### config.mk
export PLATFORM = sky130hd
export DESIGN_NAME = seq_div4
export DESIGN_NICKNAME = d
export VERILOG_FILES = /design/src/rtl/seq_div4.sv
export SDC_FILE = /design/constraint.sdc
export NUM_CORES = 1
export LEC_CHECK = 0
export ABC_AREA = 1
export CAP_MARGIN = 25
export CELL_PAD_IN_SITES_DETAIL_PLACEMENT = 1
export CELL_PAD_IN_SITES_GLOBAL_PLACEMENT = 1
export CORE_ASPECT_RATIO = 0.9
export CORE_MARGIN = 4
export CORE_UTILIZATION = 35
export CTS_CLUSTER_DIAMETER = 30
export DETAILED_ROUTE_END_ITERATION = 8
export PLACE_DENSITY_LB_ADDON = 0.05
export SLEW_MARGIN = 40
export SYNTH_ARGS = -nofsm -noshare
export SYNTH_HDL_FRONTEND = slang
export SYNTH_SLANG_ARGS = --single-unit
### constraint.sdc
create_clock -name clock -period 1.48 [get_ports clock]
set_input_delay 0.222 -clock clock [delete_from_list [all_inputs] [get_ports clock]]
set_output_delay 0.222 -clock clock [all_outputs]
set_load 0.01 [all_outputs]
### src/rtl/seq_div4.sv
// Sequential restoring divider: one quotient bit per clock, start/ready handshake.
// Quotient, remainder and divide-by-zero flag are registered and change only on completion.
module seq_div4 #(
  parameter int WIDTH = 4
) (
  input  logic             clock,
  input  logic             reset_n,
  input  logic             start,
  input  logic [WIDTH-1:0] dvd,
  input  logic [WIDTH-1:0] dvs,
  output logic [WIDTH-1:0] quo,
  output logic [WIDTH-1:0] rem,
  output logic             ready,
  output logic             divz
);

  localparam int CW = $clog2(WIDTH + 1);
  localparam logic [CW-1:0] CT_INIT = CW'(WIDTH);
  localparam logic [CW-1:0] CT_ONE  = CW'(1);

  typedef enum logic {IDLE, RUN} state_t;

  state_t           state, state_nx;
  logic [WIDTH-1:0] d_reg, d_nx;
  logic [WIDTH-1:0] q_reg, q_nx;
  // Partial remainder is always < divisor between steps, so its top bit is
  // implicitly zero and only WIDTH bits are stored.
  logic [WIDTH-1:0] r_reg, r_nx;
  logic [CW-1:0]    ct, ct_nx;
  logic [WIDTH-1:0] quo_nx, rem_nx;
  logic             ready_nx, divz_nx;

  logic [WIDTH:0]   r_sh, trial;
  logic [WIDTH-1:0] q_sh, q_step, r_step;

  always_comb begin
    r_sh   = {r_reg, q_reg[WIDTH-1]};
    q_sh   = {q_reg[WIDTH-2:0], 1'b0};
    trial  = r_sh - {1'b0, d_reg};
    q_step = q_sh;
    r_step = r_sh[WIDTH-1:0];
    if (!trial[WIDTH]) begin
      q_step = q_sh | WIDTH'(1);
      r_step = trial[WIDTH-1:0];
    end
  end

  always_comb begin
    state_nx = state;
    d_nx     = d_reg;
    q_nx     = q_reg;
    r_nx     = r_reg;
    ct_nx    = ct;
    quo_nx   = quo;
    rem_nx   = rem;
    divz_nx  = divz;
    ready_nx = ready;
    case (state)
      IDLE: begin
        if (start) begin
          d_nx     = dvs;
          q_nx     = dvd;
          r_nx     = '0;
          ct_nx    = CT_INIT;
          ready_nx = 1'b0;
          state_nx = RUN;
        end
      end
      RUN: begin
        q_nx  = q_step;
        r_nx  = r_step;
        ct_nx = ct - CT_ONE;
        if (ct == CT_ONE) begin
          quo_nx   = q_step;
          rem_nx   = r_step;
          divz_nx  = (d_reg == '0);
          ready_nx = 1'b1;
          state_nx = IDLE;
        end
      end
      default: state_nx = IDLE;
    endcase
  end

  always_ff @(posedge clock or negedge reset_n) begin
    if (!reset_n) begin
      state <= IDLE;
      d_reg <= '0;
      q_reg <= '0;
      r_reg <= '0;
      ct    <= '0;
      quo   <= '0;
      rem   <= '0;
      divz  <= 1'b0;
      ready <= 1'b1;
    end else begin
      state <= state_nx;
      d_reg <= d_nx;
      q_reg <= q_nx;
      r_reg <= r_nx;
      ct    <= ct_nx;
      quo   <= quo_nx;
      rem   <= rem_nx;
      divz  <= divz_nx;
      ready <= ready_nx;
    end
  end

endmodule

==> flow_summary_export.csv <==
group,metric,value,unit
status,status,"finished, violations left",
status,violations,"setup timing",
clock_tree,ctsHoldBuffers,0,
floorplanning,fp.dieH,66.1,um
power_and_ir_drop,comb_power_share,0.633,
floorplanning,die_area,0.00480,mm^2
setup_path,r2r_slack,-0.19,ns
clock_tree,path_clk_slew,0.09,ns
setup_path,worst_setup_path_start_kind,"register",
setup_path,crit_chain,"inv_2 -> ha_4 -> inv_4 -> fa_2 -> nand2_2 -> nand2_4 -> nand2_4 -> nand2_4 -> nand2_4 -> nand2_1 -> nand3_1 -> nand2_1",
setup_path,path_class,"reg2reg",
setup_path,reg2reg_from,"q_reg[3]$_DFFE_PN0P_",
timing,relSlewSlack,0.740,
floorplanning,row_count,20,
logic_synthesis,synth_top_area_cell,"dfrtp_1",
final_layout,mostFrequentLayoutCells,"nand2_1, dfrtp_1, buf_4",
final_layout,multi_input_comb_area,621,um^2
timing,finClkSkew,0.00285,ns
detailed_routing,dr_wl_met3,120,um
timing,drv_slew,0,
placed_design,numPlacedInstances,227,
placed_design,portBuffers,20,
detailed_routing,drt-met1-wl,1510,um
logic_synthesis,syn_nets,164,
logic_synthesis,netlist_top_cells_area,"dfrtp_1, nand2_1, ha_1, nand3_1, inv_1",
timing,rsz0062_at_grt,"yes",
placed_design,globalplace.congestion,0.745,
logic_synthesis,ys_seq_area_frac,0.497,
detailed_routing,drtPass1Iterations,2,
power_and_ir_drop,powerDensity,2690,mW/mm^2
detailed_routing,drt_wl_total,3260,um
grt,grt_pass1_vias,1231,
detailed_routing,dr_wl_met2,1610,um
timing,period_share,1.13,
timing,hold_viol_final,0,
floorplanning,start_util,0.375,
grt,antenna_found_initial,0,
final_layout,layout_commonest_cell,"nand2_1",
detailed_routing,routed.top_layer,"met4",
clock_tree,tritoncts,"built",
detailed_routing,wl_per_cell,13.9,um
setup_path,r2r_end,"r_reg[2]$_DFFE_PN0P_",
floorplanning,io-pin-count,21,
setup_path,worst-path-stages,12,
setup_path,worst_path_max_delay_cell,"dfrtp_1",
logic_synthesis,syn_inst,146,
timing,period_minus_slack,1.67,ns
detailed_routing,remaining_drc_errors,0,
final_layout,drive_gt1_frac,0.263,
final_layout,syn2layout_area_growth,37.8,%
detailed_routing,ant_nets,0,
timing,fin_ws,-0.187,ns
final_layout,stdcell_count,234,
power_and_ir_drop,vdd_ir_drop_max,946,uV
final_layout,fillers,425,
grt,grt_max_degree,27,
setup_path,endpoint_kind,"register",
floorplanning,die_x,72.6,um
final_layout,utilization,0.516,
placed_design,place_ws,-0.202,ns
clock_tree,cts_buffers,3,
setup_path,reg2regPathDepth,12,
power_and_ir_drop,cellLeakagePower,0.000900,uW
power_and_ir_drop,pwr-share-seq,0.271,
placed_design,place_area,0.00171,mm^2
timing,setup-violations-final,10,
clock_tree,cts.sinks,26,
setup_path,path_common_cell,"nand2_4",
clock_tree,htree_levels,1,
logic_synthesis,syn_avg_cell_area,8.99,um^2
job,maxCapViolCount,0,
final_layout,finalNetCount,209,
grt,grt_pass1_wl,5910,um
setup_path,path_buf_inv,2,
clock_tree,insertion_delay,0.27,ns
timing,tightest_slew,0.390,ns
setup_path,crit_family,"simple AND/OR/NAND/NOR gates",
final_layout,diodes,0,
logic_synthesis,yosysTopAreaCellShare,0.477,
grt,grt_usage,0.157,
power_and_ir_drop,clkPwrFrac,0.095,
detailed_routing,via_per_inst,4.74,
setup_path,max_stage_delay,0.38,ns
setup_path,worstPathArrival,1.84,ns
logic_synthesis,yosys_register_bits,26,
logic_synthesis,ys_types,27,
clock_tree,cts_buffer_depth,2,
setup_path,cp.required,1.65,ns
power_and_ir_drop,p_sw,2100,uW
logic_synthesis,synth.cell_area,0.00131,mm^2
placed_design,dpl.hpwl,2530,um
power_and_ir_drop,internal-power,2780,uW
grt,grt_overflow,0,
power_and_ir_drop,swShare,0.430,
power_and_ir_drop,total_power,4870,uW
detailed_routing,vias,1109,
floorplanning,core-area,0.00350,mm^2
final_layout,design_area,0.00181,mm^2
timing,max_freq,600,MHz
setup_path,path_max_fanout,6,
final_layout,regArea,652,um^2
logic_synthesis,yosysWarnings,0,
clock_tree,root_buffer,"clkbuf_8",
hold_path,hold_class,"in2async",
detailed_routing,drt_iter0_drc,37,
==> cells by family (layout without fill, tap and decap cells) <==
logic type	Yosys count	after routing	synth area share
AND/OR/NAND/NOR	82	82	0.298
buffers and inverters	17	61	0.0610
XOR/XNOR	1	1	0.00667
AO/OA/AOI/OAI	13	13	0.0648
adder cells (fa/ha/maj)	7	7	0.0724
flip-flops	26	26	0.497
==> metrics by stage <==
stage | TNS [ns] | hold slack (ns)
after floorplan | -0.529 | -0.0736
after detailed placement | -1.57 | 0.459
after global placement | -0.985 | 0.454
final | -1.57 | 0.313
after global routing | -2.79 | 0.325
after CTS | -1.51 | 0.325
==> synthesized netlist by cell type, drive strengths merged <==
cell / instances
o211ai: 1
xnor2: 1
o22ai: 1
nor2: 5
o41ai: 1
buf: 3
dfstp: 1
a31oi: 1
nand3b: 3
o221ai: 1
fa: 1
inv: 14
or2: 1
dfrtp: 25
nand3: 12
ha: 6
a21oi: 1
nand2: 61
o21ai: 7
==> power groups by stage <==
stage / Sequential (uW) / Clock (uW) / Combinational [uW]
finish: 1320 / 464 / 3090
global route: 1370 / 522 / 3480
CTS: 1330 / 485 / 3020
detailed placement: 1340 / 0 / 2900
global placement: 1320 / 0 / 2790
floorplan: 1350 / 0 / 1750
==> layer usage <==
layer | up-vias | GRT usage
met2 | 20 | 0.266
met5 | - | 0
met1 | 531 | 0.204
met3 | 4 | 0.0350
li1 | 554 | -
met4 | 0 | 0.0346
==> worst register-to-register path: stages, from the launching register on <==
cell and delay, ns:
dfrtp_1 0.38, inv_2 0.07, ha_4 0.13, inv_4 0.03
fa_2 0.34, nand2_2 0.10, nand2_4 0.07, nand2_4 0.07
nand2_4 0.07, nand2_4 0.10, nand2_1 0.08, nand3_1 0.07
nand2_1 0.05
==> worst max-delay path by stage <==
stage                         start              endpoint  slack [ns]
4_1_cts        q_reg[3]$_DFFE_PN0P_  r_reg[1]$_DFFE_PN0P_       -0.17
3_5_place_dp   q_reg[3]$_DFFE_PN0P_    rem[1]$_DFFE_PN0P_       -0.20
3_3_place_gp   q_reg[3]$_DFFE_PN0P_    rem[1]$_DFFE_PN0P_       -0.13
5_1_grt        q_reg[3]$_DFFE_PN0P_  r_reg[2]$_DFFE_PN0P_       -0.31
2_1_floorplan  q_reg[3]$_DFFE_PN0P_  r_reg[2]$_DFFE_PN0P_       -0.07
6_report       q_reg[3]$_DFFE_PN0P_  r_reg[2]$_DFFE_PN0P_       -0.19
==> area by class of cell <==
type,instances,share of cell area
repair buffers,43,0.205
well taps,44,0.0304
multi-input cells,103,0.343
flip-flops and latches,26,0.360
inverters,14,0.0304
clock buffers,4,0.0304
==> repair_timing <==
action | CTS | global route
cloned | 0 | 0
setup endpoints to repair | 11 | 10
resized for setup | 6 | 3
setup buffers | 1 | 2
Power figures use the tool's default switching activity.
